==> config.mk <==
export PLATFORM = sky130hd
export DESIGN_NAME = ball_motion_ctrl_flat
export DESIGN_NICKNAME = d
export VERILOG_FILES = /design/src/rtl/ball_motion_if.sv /design/src/rtl/ball_motion_ctrl.sv /design/src/flat_wrapper.sv
export SDC_FILE = /design/constraint.sdc
export NUM_CORES = 1
export LEC_CHECK = 0
export CORE_AREA = 2 2 92 94
export CTS_BUF_LIST = sky130_fd_sc_hd__clkbuf_8
export CTS_CLUSTER_SIZE = 24
export DETAILED_ROUTE_END_ITERATION = 10
export DIE_AREA = 0 0 94 96
export GPL_ROUTABILITY_DRIVEN = 0
export PLACE_DENSITY_LB_ADDON = 0.08
export SETUP_SLACK_MARGIN = 0.05
export SKIP_CTS_REPAIR_TIMING = 1
export SYNTH_ARGS = -nofsm -noshare
export SYNTH_HDL_FRONTEND = slang
export SYNTH_SLANG_ARGS = --single-unit
==> constraint.sdc <==
create_clock -name clk -period 5.4 [get_ports clk]
set_input_delay 0.81 -clock clk [delete_from_list [all_inputs] [get_ports clk]]
set_output_delay 0.81 -clock clk [all_outputs]
set_load 0.02 [all_outputs]
==> src/rtl/ball_motion_if.sv <==
// rtl/ball_motion_if.sv - ball controller inputs, collision flags and position outputs
interface ball_motion_if;
    logic [10:0] vcounter;
    logic        req_right;
    logic        req_left;
    logic        req_up;
    logic        req_down;
    logic        restart;
    logic        stop_right;
    logic        stop_left;
    logic        stop_up;
    logic        stop_down;
    logic [10:0] x_ball;
    logic [10:0] y_ball;
    logic [4:0]  ball_width;
    logic        busy;
    logic        win;

    modport master (
        input  vcounter, req_right, req_left, req_up, req_down, restart,
        input  stop_right, stop_left, stop_up, stop_down,
        output x_ball, y_ball, ball_width, busy, win
    );

    modport slave (
        output vcounter, req_right, req_left, req_up, req_down, restart,
        output stop_right, stop_left, stop_up, stop_down,
        input  x_ball, y_ball, ball_width, busy, win
    );
endinterface

==> src/rtl/ball_motion_ctrl.sv <==
// rtl/ball_motion_ctrl.sv - per-frame ball stepper with collision stops and goal detection
module ball_motion_ctrl #(
    parameter int START_X    = 20,
    parameter int START_Y    = 20,
    parameter int BALL_W     = 10,
    parameter int SPEED      = 2,
    parameter int FRAME_LINE = 481,
    parameter int X_MAX      = 639,
    parameter int Y_MAX      = 479,
    parameter int GOAL_X0    = 560,
    parameter int GOAL_Y0    = 440,
    parameter int GOAL_X1    = 610,
    parameter int GOAL_Y1    = 475
) (
    input  logic          clk,
    input  logic          rst_n,
    ball_motion_if.master bus_io
);
    typedef enum logic [2:0] {IDLE, MOVE_X, SETTLE_X, MOVE_Y, SETTLE_Y} state_t;

    // Bound checks run on 12 bits so x+BALL_W can never wrap.
    localparam logic [11:0] BW     = 12'(BALL_W);
    localparam logic [11:0] XMAX   = 12'(X_MAX);
    localparam logic [11:0] YMAX   = 12'(Y_MAX);
    localparam logic [11:0] GX0    = 12'(GOAL_X0);
    localparam logic [11:0] GY0    = 12'(GOAL_Y0);
    localparam logic [11:0] GX1    = 12'(GOAL_X1);
    localparam logic [11:0] GY1    = 12'(GOAL_Y1);
    localparam logic [3:0]  LAST   = 4'(SPEED - 1);
    localparam logic [10:0] SX     = 11'(START_X);
    localparam logic [10:0] SY     = 11'(START_Y);
    localparam logic [10:0] FLINE  = 11'(FRAME_LINE);

    state_t      state_q, state_d;
    logic [10:0] x_q, x_d;
    logic [10:0] y_q, y_d;
    logic [3:0]  step_q, step_d;
    logic        win_q, win_d;
    logic        line_seen_q, line_seen_d;

    logic        on_line;
    logic        tick;
    logic        go_right, go_left, go_up, go_down;
    logic [11:0] x_w, y_w;
    logic        in_goal;

    assign on_line  = (bus_io.vcounter == FLINE);
    assign tick     = on_line && !line_seen_q;
    assign go_right = bus_io.req_right && !bus_io.req_left;
    assign go_left  = bus_io.req_left  && !bus_io.req_right;
    assign go_down  = bus_io.req_down  && !bus_io.req_up;
    assign go_up    = bus_io.req_up    && !bus_io.req_down;
    assign x_w      = {1'b0, x_q};
    assign y_w      = {1'b0, y_q};
    assign in_goal  = (x_w >= GX0) && (x_w + BW <= GX1) &&
                      (y_w >= GY0) && (y_w + BW <= GY1);

    always_comb begin
        state_d     = state_q;
        x_d         = x_q;
        y_d         = y_q;
        step_d      = step_q;
        win_d       = win_q;
        line_seen_d = on_line;
        if (bus_io.restart) begin
            state_d = IDLE;
            x_d     = SX;
            y_d     = SY;
            step_d  = 4'd0;
            win_d   = 1'b0;
        end else begin
            case (state_q)
                IDLE: begin
                    if (tick && !win_q) begin
                        state_d = MOVE_X;
                        step_d  = 4'd0;
                    end
                end
                MOVE_X: begin
                    if (go_right && !bus_io.stop_right && (x_w + BW < XMAX)) begin
                        x_d = x_q + 11'd1;
                    end else if (go_left && !bus_io.stop_left && (x_q != 11'd0)) begin
                        x_d = x_q - 11'd1;
                    end
                    state_d = SETTLE_X;
                end
                SETTLE_X: state_d = MOVE_Y;
                MOVE_Y: begin
                    if (go_down && !bus_io.stop_down && (y_w + BW < YMAX)) begin
                        y_d = y_q + 11'd1;
                    end else if (go_up && !bus_io.stop_up && (y_q != 11'd0)) begin
                        y_d = y_q - 11'd1;
                    end
                    state_d = SETTLE_Y;
                end
                SETTLE_Y: begin
                    if (in_goal) begin
                        win_d   = 1'b1;
                        state_d = IDLE;
                    end else if (step_q == LAST) begin
                        state_d = IDLE;
                    end else begin
                        step_d  = step_q + 4'd1;
                        state_d = MOVE_X;
                    end
                end
                default: state_d = IDLE;
            endcase
        end
    end

    always_ff @(posedge clk or negedge rst_n) begin
        if (!rst_n) begin
            state_q     <= IDLE;
            x_q         <= SX;
            y_q         <= SY;
            step_q      <= 4'd0;
            win_q       <= 1'b0;
            line_seen_q <= 1'b0;
        end else begin
            state_q     <= state_d;
            x_q         <= x_d;
            y_q         <= y_d;
            step_q      <= step_d;
            win_q       <= win_d;
            line_seen_q <= line_seen_d;
        end
    end

    assign bus_io.x_ball     = x_q;
    assign bus_io.y_ball     = y_q;
    assign bus_io.ball_width = 5'(BALL_W);
    assign bus_io.busy       = (state_q != IDLE);
    assign bus_io.win        = win_q;
endmodule
==> src/flat_wrapper.sv <==
// flat-port wrapper written by rule: the top's interface ports become plain ports
module ball_motion_ctrl_flat 
#(
    parameter int START_X    = 20,
    parameter int START_Y    = 20,
    parameter int BALL_W     = 10,
    parameter int SPEED      = 2,
    parameter int FRAME_LINE = 481,
    parameter int X_MAX      = 639,
    parameter int Y_MAX      = 479,
    parameter int GOAL_X0    = 560,
    parameter int GOAL_Y0    = 440,
    parameter int GOAL_X1    = 610,
    parameter int GOAL_Y1    = 475
)
  (clk, rst_n, bus_io_vcounter, bus_io_req_right, bus_io_req_left, bus_io_req_up, bus_io_req_down, bus_io_restart, bus_io_stop_right, bus_io_stop_left, bus_io_stop_up, bus_io_stop_down, bus_io_x_ball, bus_io_y_ball, bus_io_ball_width, bus_io_busy, bus_io_win);
  ball_motion_if bus_io_i ();
  input  logic clk;
  input  logic rst_n;
  input wire logic [$bits(bus_io_i.vcounter)-1:0] bus_io_vcounter;
  input wire logic [$bits(bus_io_i.req_right)-1:0] bus_io_req_right;
  input wire logic [$bits(bus_io_i.req_left)-1:0] bus_io_req_left;
  input wire logic [$bits(bus_io_i.req_up)-1:0] bus_io_req_up;
  input wire logic [$bits(bus_io_i.req_down)-1:0] bus_io_req_down;
  input wire logic [$bits(bus_io_i.restart)-1:0] bus_io_restart;
  input wire logic [$bits(bus_io_i.stop_right)-1:0] bus_io_stop_right;
  input wire logic [$bits(bus_io_i.stop_left)-1:0] bus_io_stop_left;
  input wire logic [$bits(bus_io_i.stop_up)-1:0] bus_io_stop_up;
  input wire logic [$bits(bus_io_i.stop_down)-1:0] bus_io_stop_down;
  output wire logic [$bits(bus_io_i.x_ball)-1:0] bus_io_x_ball;
  output wire logic [$bits(bus_io_i.y_ball)-1:0] bus_io_y_ball;
  output wire logic [$bits(bus_io_i.ball_width)-1:0] bus_io_ball_width;
  output wire logic [$bits(bus_io_i.busy)-1:0] bus_io_busy;
  output wire logic [$bits(bus_io_i.win)-1:0] bus_io_win;
  assign bus_io_i.vcounter = bus_io_vcounter;
  assign bus_io_i.req_right = bus_io_req_right;
  assign bus_io_i.req_left = bus_io_req_left;
  assign bus_io_i.req_up = bus_io_req_up;
  assign bus_io_i.req_down = bus_io_req_down;
  assign bus_io_i.restart = bus_io_restart;
  assign bus_io_i.stop_right = bus_io_stop_right;
  assign bus_io_i.stop_left = bus_io_stop_left;
  assign bus_io_i.stop_up = bus_io_stop_up;
  assign bus_io_i.stop_down = bus_io_stop_down;
  assign bus_io_x_ball = bus_io_i.x_ball;
  assign bus_io_y_ball = bus_io_i.y_ball;
  assign bus_io_ball_width = bus_io_i.ball_width;
  assign bus_io_busy = bus_io_i.busy;
  assign bus_io_win = bus_io_i.win;
  ball_motion_ctrl #(.START_X(START_X), .START_Y(START_Y), .BALL_W(BALL_W), .SPEED(SPEED), .FRAME_LINE(FRAME_LINE), .X_MAX(X_MAX), .Y_MAX(Y_MAX), .GOAL_X0(GOAL_X0), .GOAL_Y0(GOAL_Y0), .GOAL_X1(GOAL_X1), .GOAL_Y1(GOAL_Y1)) u_core (.clk(clk), .rst_n(rst_n), .bus_io(bus_io_i));
endmodule
# After elaboration in Yosys (flattened, before gate mapping)
# Index checks and enable logic that the tools add are counted.
# Widths: inputs -> output; s select.
# word_totals
mem_bits_ro	0
mem_count	0
inputBits	22
output_inout_bits	29
latch_bits	0
register_bits	31
mem_bits_rw	0
elab_cells	91
# classes
n_addsub	7
order_cmp	6
mul	0
bitwise_logic	0
n_eq_ne	9
shifts	0
mux	21
div_mod_pow	0
n_reduce_logical	42
# ops
cell	n
$mux 11	8
$add 11x4->12 const B	2
$add 11x1->11 const B	2
$reduce_bool 11->1	2
$sub 11x1->11 const B	2
$logic_and 1x1->1	17
$mux 4	4
$pmux 3 s5	1
$le 12x10->1 const B	1
$le 12x9->1 const B	1
$lt 12x10->1 const B	1
$lt 12x9->1 const B	1
$reduce_bool 3->1	4
$eq 11x9->1 const B	1
$ge 11x10->1 const B	1
$ge 11x9->1 const B	1
$logic_not 1->1	10
$mux 3	3
$pmux 4 s2	1
$reduce_bool 2->1	4
$eq 3x2->1 const B	2
$ne 3x3->1 const B	2
$reduce_and 2->1	3
$add 4x1->4 const B	1
other kinds (7)	10

# Logic depth before layout (Yosys ltp)
# logic_depth
ltp_word	8
mapped_depth	16
mapped_depth_nobuf	15

# Least setup slack after synthesis
# Ideal clock, no wire load.
# synth_path
kind	register to register
start	register u_core.y_q[2] (netlist: u_core.bus_io.y_ball[2])
end	register u_core.y_q[10] (netlist: u_core.bus_io.y_ball[10])
t_arrival_ns	3.763
setup_ns	0.082
stages_incl_launch_ff	14
n_path_buf	1
setup_slack_ns	1.555
synth_period_minus_slack_ns	3.845
required_time_ns	5.318
cell_sequence	dfstp_2 -> ha_1 -> buf_2 -> o21ai_0 -> a222oi_1 -> o2111ai_2 -> fa_1 -> a21o_1 -> a21oi_1 -> a21oi_1 -> o41ai_1 -> o21ai_1 -> or4_1 -> a31oi_1
# synth_between
elab_chain_cells	6
word_cells_on_any_way	13
cone_classes	3 x add/sub; 1 x order compare; 4 x mux; 5 x reduce/logical
# synth_rtl
item	line	source
from (decl)	ball_motion_ctrl.sv:36	logic [10:0] y_q, y_d;
from (signal assigned)	ball_motion_ctrl.sv:123	y_q <= y_d;
$add 11x4->12	ball_motion_ctrl.sv:89	if (go_down && !bus_io.stop_down && (y_w + BW < YMAX)) begin
$lt 12x9->1	ball_motion_ctrl.sv:89	
$logic_and 1x1->1	ball_motion_ctrl.sv:89	
$mux 11	ball_motion_ctrl.sv:89	
$mux 11	ball_motion_ctrl.sv:72	case (state_q)
$mux 11	ball_motion_ctrl.sv:65	if (bus_io.restart) begin
# Parallel ways exist; a longest one is shown, timed or not. The select of a mux whose other input is x is not followed.
# A chain may end at the register's enable or synchronous reset.

# Worst setup path after layout
# layout_path
start	register u_core.x_q[1] (netlist: u_core.bus_io.x_ball[1])
end	register u_core.x_q[10] (netlist: u_core.bus_io.x_ball[10])
# layout_between
elab_chain_cells	6
word_cells_on_any_way	13
cone_classes	3 x add/sub; 1 x order compare; 4 x mux; 5 x reduce/logical
# layout_rtl
item	line	source
from (decl)	ball_motion_ctrl.sv:35	logic [10:0] x_q, x_d;
from (signal assigned)	ball_motion_ctrl.sv:115	x_q <= SX;
from (signal assigned)	ball_motion_ctrl.sv:122	x_q <= x_d;
$add 11x4->12	ball_motion_ctrl.sv:80	if (go_right && !bus_io.stop_right && (x_w + BW < XMAX)) begin
$lt 12x10->1	ball_motion_ctrl.sv:80	
$logic_and 1x1->1	ball_motion_ctrl.sv:80	
$mux 11	ball_motion_ctrl.sv:80	
$mux 11	ball_motion_ctrl.sv:72	
$mux 11	ball_motion_ctrl.sv:65	
# Parallel ways exist; a longest one is shown, timed or not. The select of a mux whose other input is x is not followed.

==> impl_metrics.xml <==
<?xml version="1.0" encoding="UTF-8"?>
<metrics>
  <group name="worst_setup_path">
    <metric name="setup.worst_path.start" unit="">u_core.bus_io.x_ball[1]</metric>
    <metric name="worst-r2r-setup-slack" unit="ns">1.07</metric>
    <metric name="critical_path_arrival" unit="ns">4.51</metric>
    <metric name="critical_path.most_common_cell" unit="">a41o_1</metric>
    <metric name="critical_path.startpoint_type" unit="">flop</metric>
    <metric name="path_cells" unit="">ha_1 &gt; and3b_1 &gt; mux2_4 &gt; a311o_1 &gt; a21oi_4 &gt; nand2_1 &gt; fa_1 &gt; a21o_1 &gt; a211oi_1 &gt; o21ai_0 &gt; a41o_1 &gt; a41o_1 &gt; o211a_1</metric>
    <metric name="cp_max_fo" unit="">15</metric>
    <metric name="cp_data_required_time" unit="ns">5.57</metric>
    <metric name="sort_of_element_at_the_end_of_the_critical_path" unit="">flop</metric>
    <metric name="worstSetupPathType" unit="">flop to flop</metric>
    <metric name="capture_point_of_the_critical_path" unit="">u_core.bus_io.x_ball[10]</metric>
    <metric name="worst_path_largest_cell_delay" unit="ns">0.56</metric>
    <metric name="rr_worst_depth" unit="">13</metric>
    <metric name="r2r_start" unit="">u_core.bus_io.x_ball[1]</metric>
    <metric name="crit-reg2reg-capture" unit="">u_core.bus_io.x_ball[10]</metric>
    <metric name="critPathSlowestCell" unit="">dfrtp_1</metric>
  </group>
  <group name="floorplan">
    <metric name="core_region_area" unit="µm²">8050</metric>
    <metric name="ioPinCount" unit="">51</metric>
    <metric name="die_y" unit="µm">96</metric>
    <metric name="number_of_rows_created_at_floorplan" unit="">33</metric>
    <metric name="start_util" unit="">0.390</metric>
    <metric name="total_die_area" unit="µm²">9020</metric>
    <metric name="floorplan.die.width" unit="µm">94</metric>
  </group>
  <group name="logic_synthesis">
    <metric name="post_synth_inst_count" unit="">366</metric>
    <metric name="synth_top_cell_area_share" unit="">0.215</metric>
    <metric name="synth-edff-count" unit="">0</metric>
    <metric name="asyncSetResetFlopFracSynth" unit="">1.00</metric>
    <metric name="ys.warnings.count" unit="">0</metric>
    <metric name="ys_ff_latch" unit="">31</metric>
    <metric name="synth.avg_cell_area" unit="µm²">8.58</metric>
    <metric name="synth.lib_cells_used.distinct" unit="">76</metric>
    <metric name="syn_area" unit="µm²">3140</metric>
    <metric name="yosys.area.top_type" unit="">dfrtp_1</metric>
    <metric name="synth_most_common_cell" unit="">nor2_1</metric>
    <metric name="netlist_top_cells_count" unit="">35 x nor2_1, 31 x nand2_1, 27 x dfrtp_1</metric>
    <metric name="post_synth_main_area_contributors" unit="">dfrtp_1 22%, ha_1 9.2%, mux2i_1 5.1%, nor2_1 4.2%, nand2_1 3.7%</metric>
    <metric name="synth_ff_type" unit="">dfrtp_1</metric>
    <metric name="yosysSeqAreaShare" unit="">0.249</metric>
  </group>
  <group name="global_routing">
    <metric name="grt_max_degree" unit="">32</metric>
    <metric name="gr-usage-all-layers" unit="">0.176</metric>
    <metric name="antenna_found_initial" unit="">0</metric>
    <metric name="grt.overflow.total" unit="">0</metric>
    <metric name="global_route_wire_length_before_repair" unit="µm">12700</metric>
    <metric name="number_of_global_route_vias_before_repair" unit="">2647</metric>
  </group>
  <group name="sta">
    <metric name="finalSetupViolations" unit="">0</metric>
    <metric name="setup_total_negative_slack" unit="ns">0</metric>
    <metric name="transition_time_of_the_tightest_slew_check_pin" unit="ns">0.692</metric>
    <metric name="finalMaxSlewViolations" unit="">0</metric>
    <metric name="finalCriticalPeriod" unit="ns">4.33</metric>
    <metric name="final.period_utilization" unit="">0.802</metric>
    <metric name="max_slew_margin" unit="">0.539</metric>
    <metric name="worst_clock_skew" unit="ns">0.00682</metric>
    <metric name="rsz0062_at_grt" unit="">no</metric>
    <metric name="fmaxAchievable" unit="MHz">231</metric>
    <metric name="post-route-worst-setup-slack" unit="ns">1.07</metric>
    <metric name="report.final.hold_viol_count" unit="">0</metric>
  </group>
  <group name="finish">
    <metric name="area_growth" unit="%">17.4</metric>
    <metric name="final_layout_size_suffix_gt1_frac" unit="">0.0898</metric>
    <metric name="diodes" unit="">0</metric>
    <metric name="design.final.nets" unit="">447</metric>
    <metric name="layout.filler_cells" unit="">790</metric>
  </group>
  <group name="flow_run">
    <metric name="max_cap_viol_count" unit="">0</metric>
  </group>
  <group name="pwr">
    <metric name="max_ir_drop_vdd" unit="µV">112</metric>
    <metric name="power.density" unit="nW/µm²">152</metric>
    <metric name="power" unit="mW">0.559</metric>
    <metric name="power.static_leakage" unit="nW">1.58</metric>
  </group>
  <group name="routing">
    <metric name="post_drt_wl_per_cell" unit="µm">15.1</metric>
    <metric name="antenna_left" unit="">0</metric>
    <metric name="drc" unit="">0</metric>
    <metric name="via_per_inst" unit="">5.53</metric>
    <metric name="drt-initial-drc-count" unit="">81</metric>
    <metric name="num_vias" unit="">2798</metric>
    <metric name="drtPass1Iterations" unit="">6</metric>
    <metric name="route.final.wire_length" unit="µm">7630</metric>
  </group>
  <group name="clocking">
    <metric name="clock_insertion_delay_worst_skew" unit="ns">0.28</metric>
    <metric name="numCtsBuffers" unit="">5</metric>
    <metric name="cts_root_buffer" unit="">clkbuf_8</metric>
    <metric name="path_clk_slew" unit="ns">0.07</metric>
    <metric name="clock_tree.buffer_depth" unit="">2</metric>
    <metric name="clock_sink_count" unit="">31</metric>
    <metric name="cts_tree" unit="">yes</metric>
    <metric name="ctsHtreeMaxLevel" unit="">2</metric>
  </group>
  <group name="placed_design">
    <metric name="dp_hpwl" unit="µm">5640</metric>
    <metric name="preCtsSetupSlack" unit="ns">1.08</metric>
    <metric name="placement.io_buffers" unit="">45</metric>
  </group>
  <group name="run_status">
    <metric name="outcome" unit="">finished clean</metric>
  </group>
  <group name="min_path">
    <metric name="worst_hold_path_type" unit="">flop to flop</metric>
  </group>
</metrics>
-- worst min-delay path by stage --
stage / cells past startpoint / end / slack [ns] / start
6_report: 1 / u_core.bus_io.win / 0.52 / u_core.bus_io.win
5_1_grt: 1 / u_core.bus_io.win / 0.55 / u_core.bus_io.win
4_1_cts: 1 / u_core.bus_io.win / 0.52 / u_core.bus_io.win
3_5_place_dp: 1 / u_core.bus_io.win / 0.50 / u_core.bus_io.win
3_3_place_gp: 1 / u_core.bus_io.win / 0.50 / u_core.bus_io.win
2_1_floorplan: 0 / u_core.bus_io.win / 0.51 / rst_n
-- power by group --
part	internal (mW)	switching [mW]
clock	0.149	0.0918
combinational	0.0383	0.0447
sequential	0.233	0.00151
-- cell families (layout without fill, tap and decap cells) --
logic type / Yosys count / after routing / synth area share
AOI/OAI and AO/OA: 90 / 90 / 0.218
muxes: 18 / 18 / 0.0594
DFF: 31 / 31 / 0.249
adders and majority gates: 25 / 25 / 0.104
xor gates and xnor gates: 19 / 19 / 0.0530
other: 2 / 5 / 0.00239
and+or+nand+nor: 145 / 145 / 0.242
buffers and inverters: 36 / 68 / 0.0725
-- routing by layer --
layer,vias to the layer above,routed length [µm],track usage
li1,1403,-,-
met1,1321,3470,0.232
met2,63,3730,0.302
met3,11,278,0.0235
met4,0,152,0.0556
met5,-,0,0
-- registers in the layout, indices dropped and copies added (netlist names) --
signal / flops
u_core.bus_io.win: 1
u_core.bus_io.x_ball: 11
u_core.bus_io.y_ball: 11
u_core.line_seen_q: 1
u_core.state_q: 3
u_core.step_q: 4
-- per-stage QoR --
step,instance area [µm²],hold slack [ns],utilization,cells
after global placement,3570,0.501,0.443,498
after floorplan,3150,0.514,-,369
after detailed placement,3570,0.499,0.443,498
after CTS,3690,0.517,0.458,506
after global routing,3690,0.545,0.458,506
final,3690,0.516,0.458,506
-- worst max-delay path, delay by kind of cell, from the launching register on --
family,cells,cell delay (ns)
DFF,1,0.56
AOI/OAI and AO/OA,8,1.93
adders and majority gates,2,0.94
and+or+nand+nor,2,0.53
muxes,1,0.25
-- placed cells by master, fill, tap and decap left out, types with 3 or more instances in the layout --
cell and n:
clkdlybuf4s50_1 45, nor2_1 35, nand2_1 31, dfrtp_1 27, ha_1 23, o21ai_0 17
mux2i_1 16, a21oi_1 15, nor3_1 14, inv_1 12, xnor2_1 12, nand3_1 11
nand2b_1 11, a21o_1 10, xor2_1 7, a31oi_1 6, clkbuf_8 6, nand4_1 5
nand3b_1 5, a211oi_1 5, nor4_1 5, conb_1 5, nor3b_1 4, o211ai_1 4
dfstp_2 4, o21ai_1 3, or2_2 3
-- final cells by class --
type | count | area (µm²) | area share
Multi-Input combinational cell | 302 | 2140 | 0.581
Timing Repair Buffer | 47 | 465 | 0.126
Sequential cell | 31 | 781 | 0.212
Inverter | 13 | 48.8 | 0.0132
Clock buffer | 6 | 82.6 | 0.0224
Clock inverter | 2 | 35.0 | 0.00950
Tap cell | 105 | 131 | 0.0356
No activity file was read; power rests on OpenSTA's default activity.
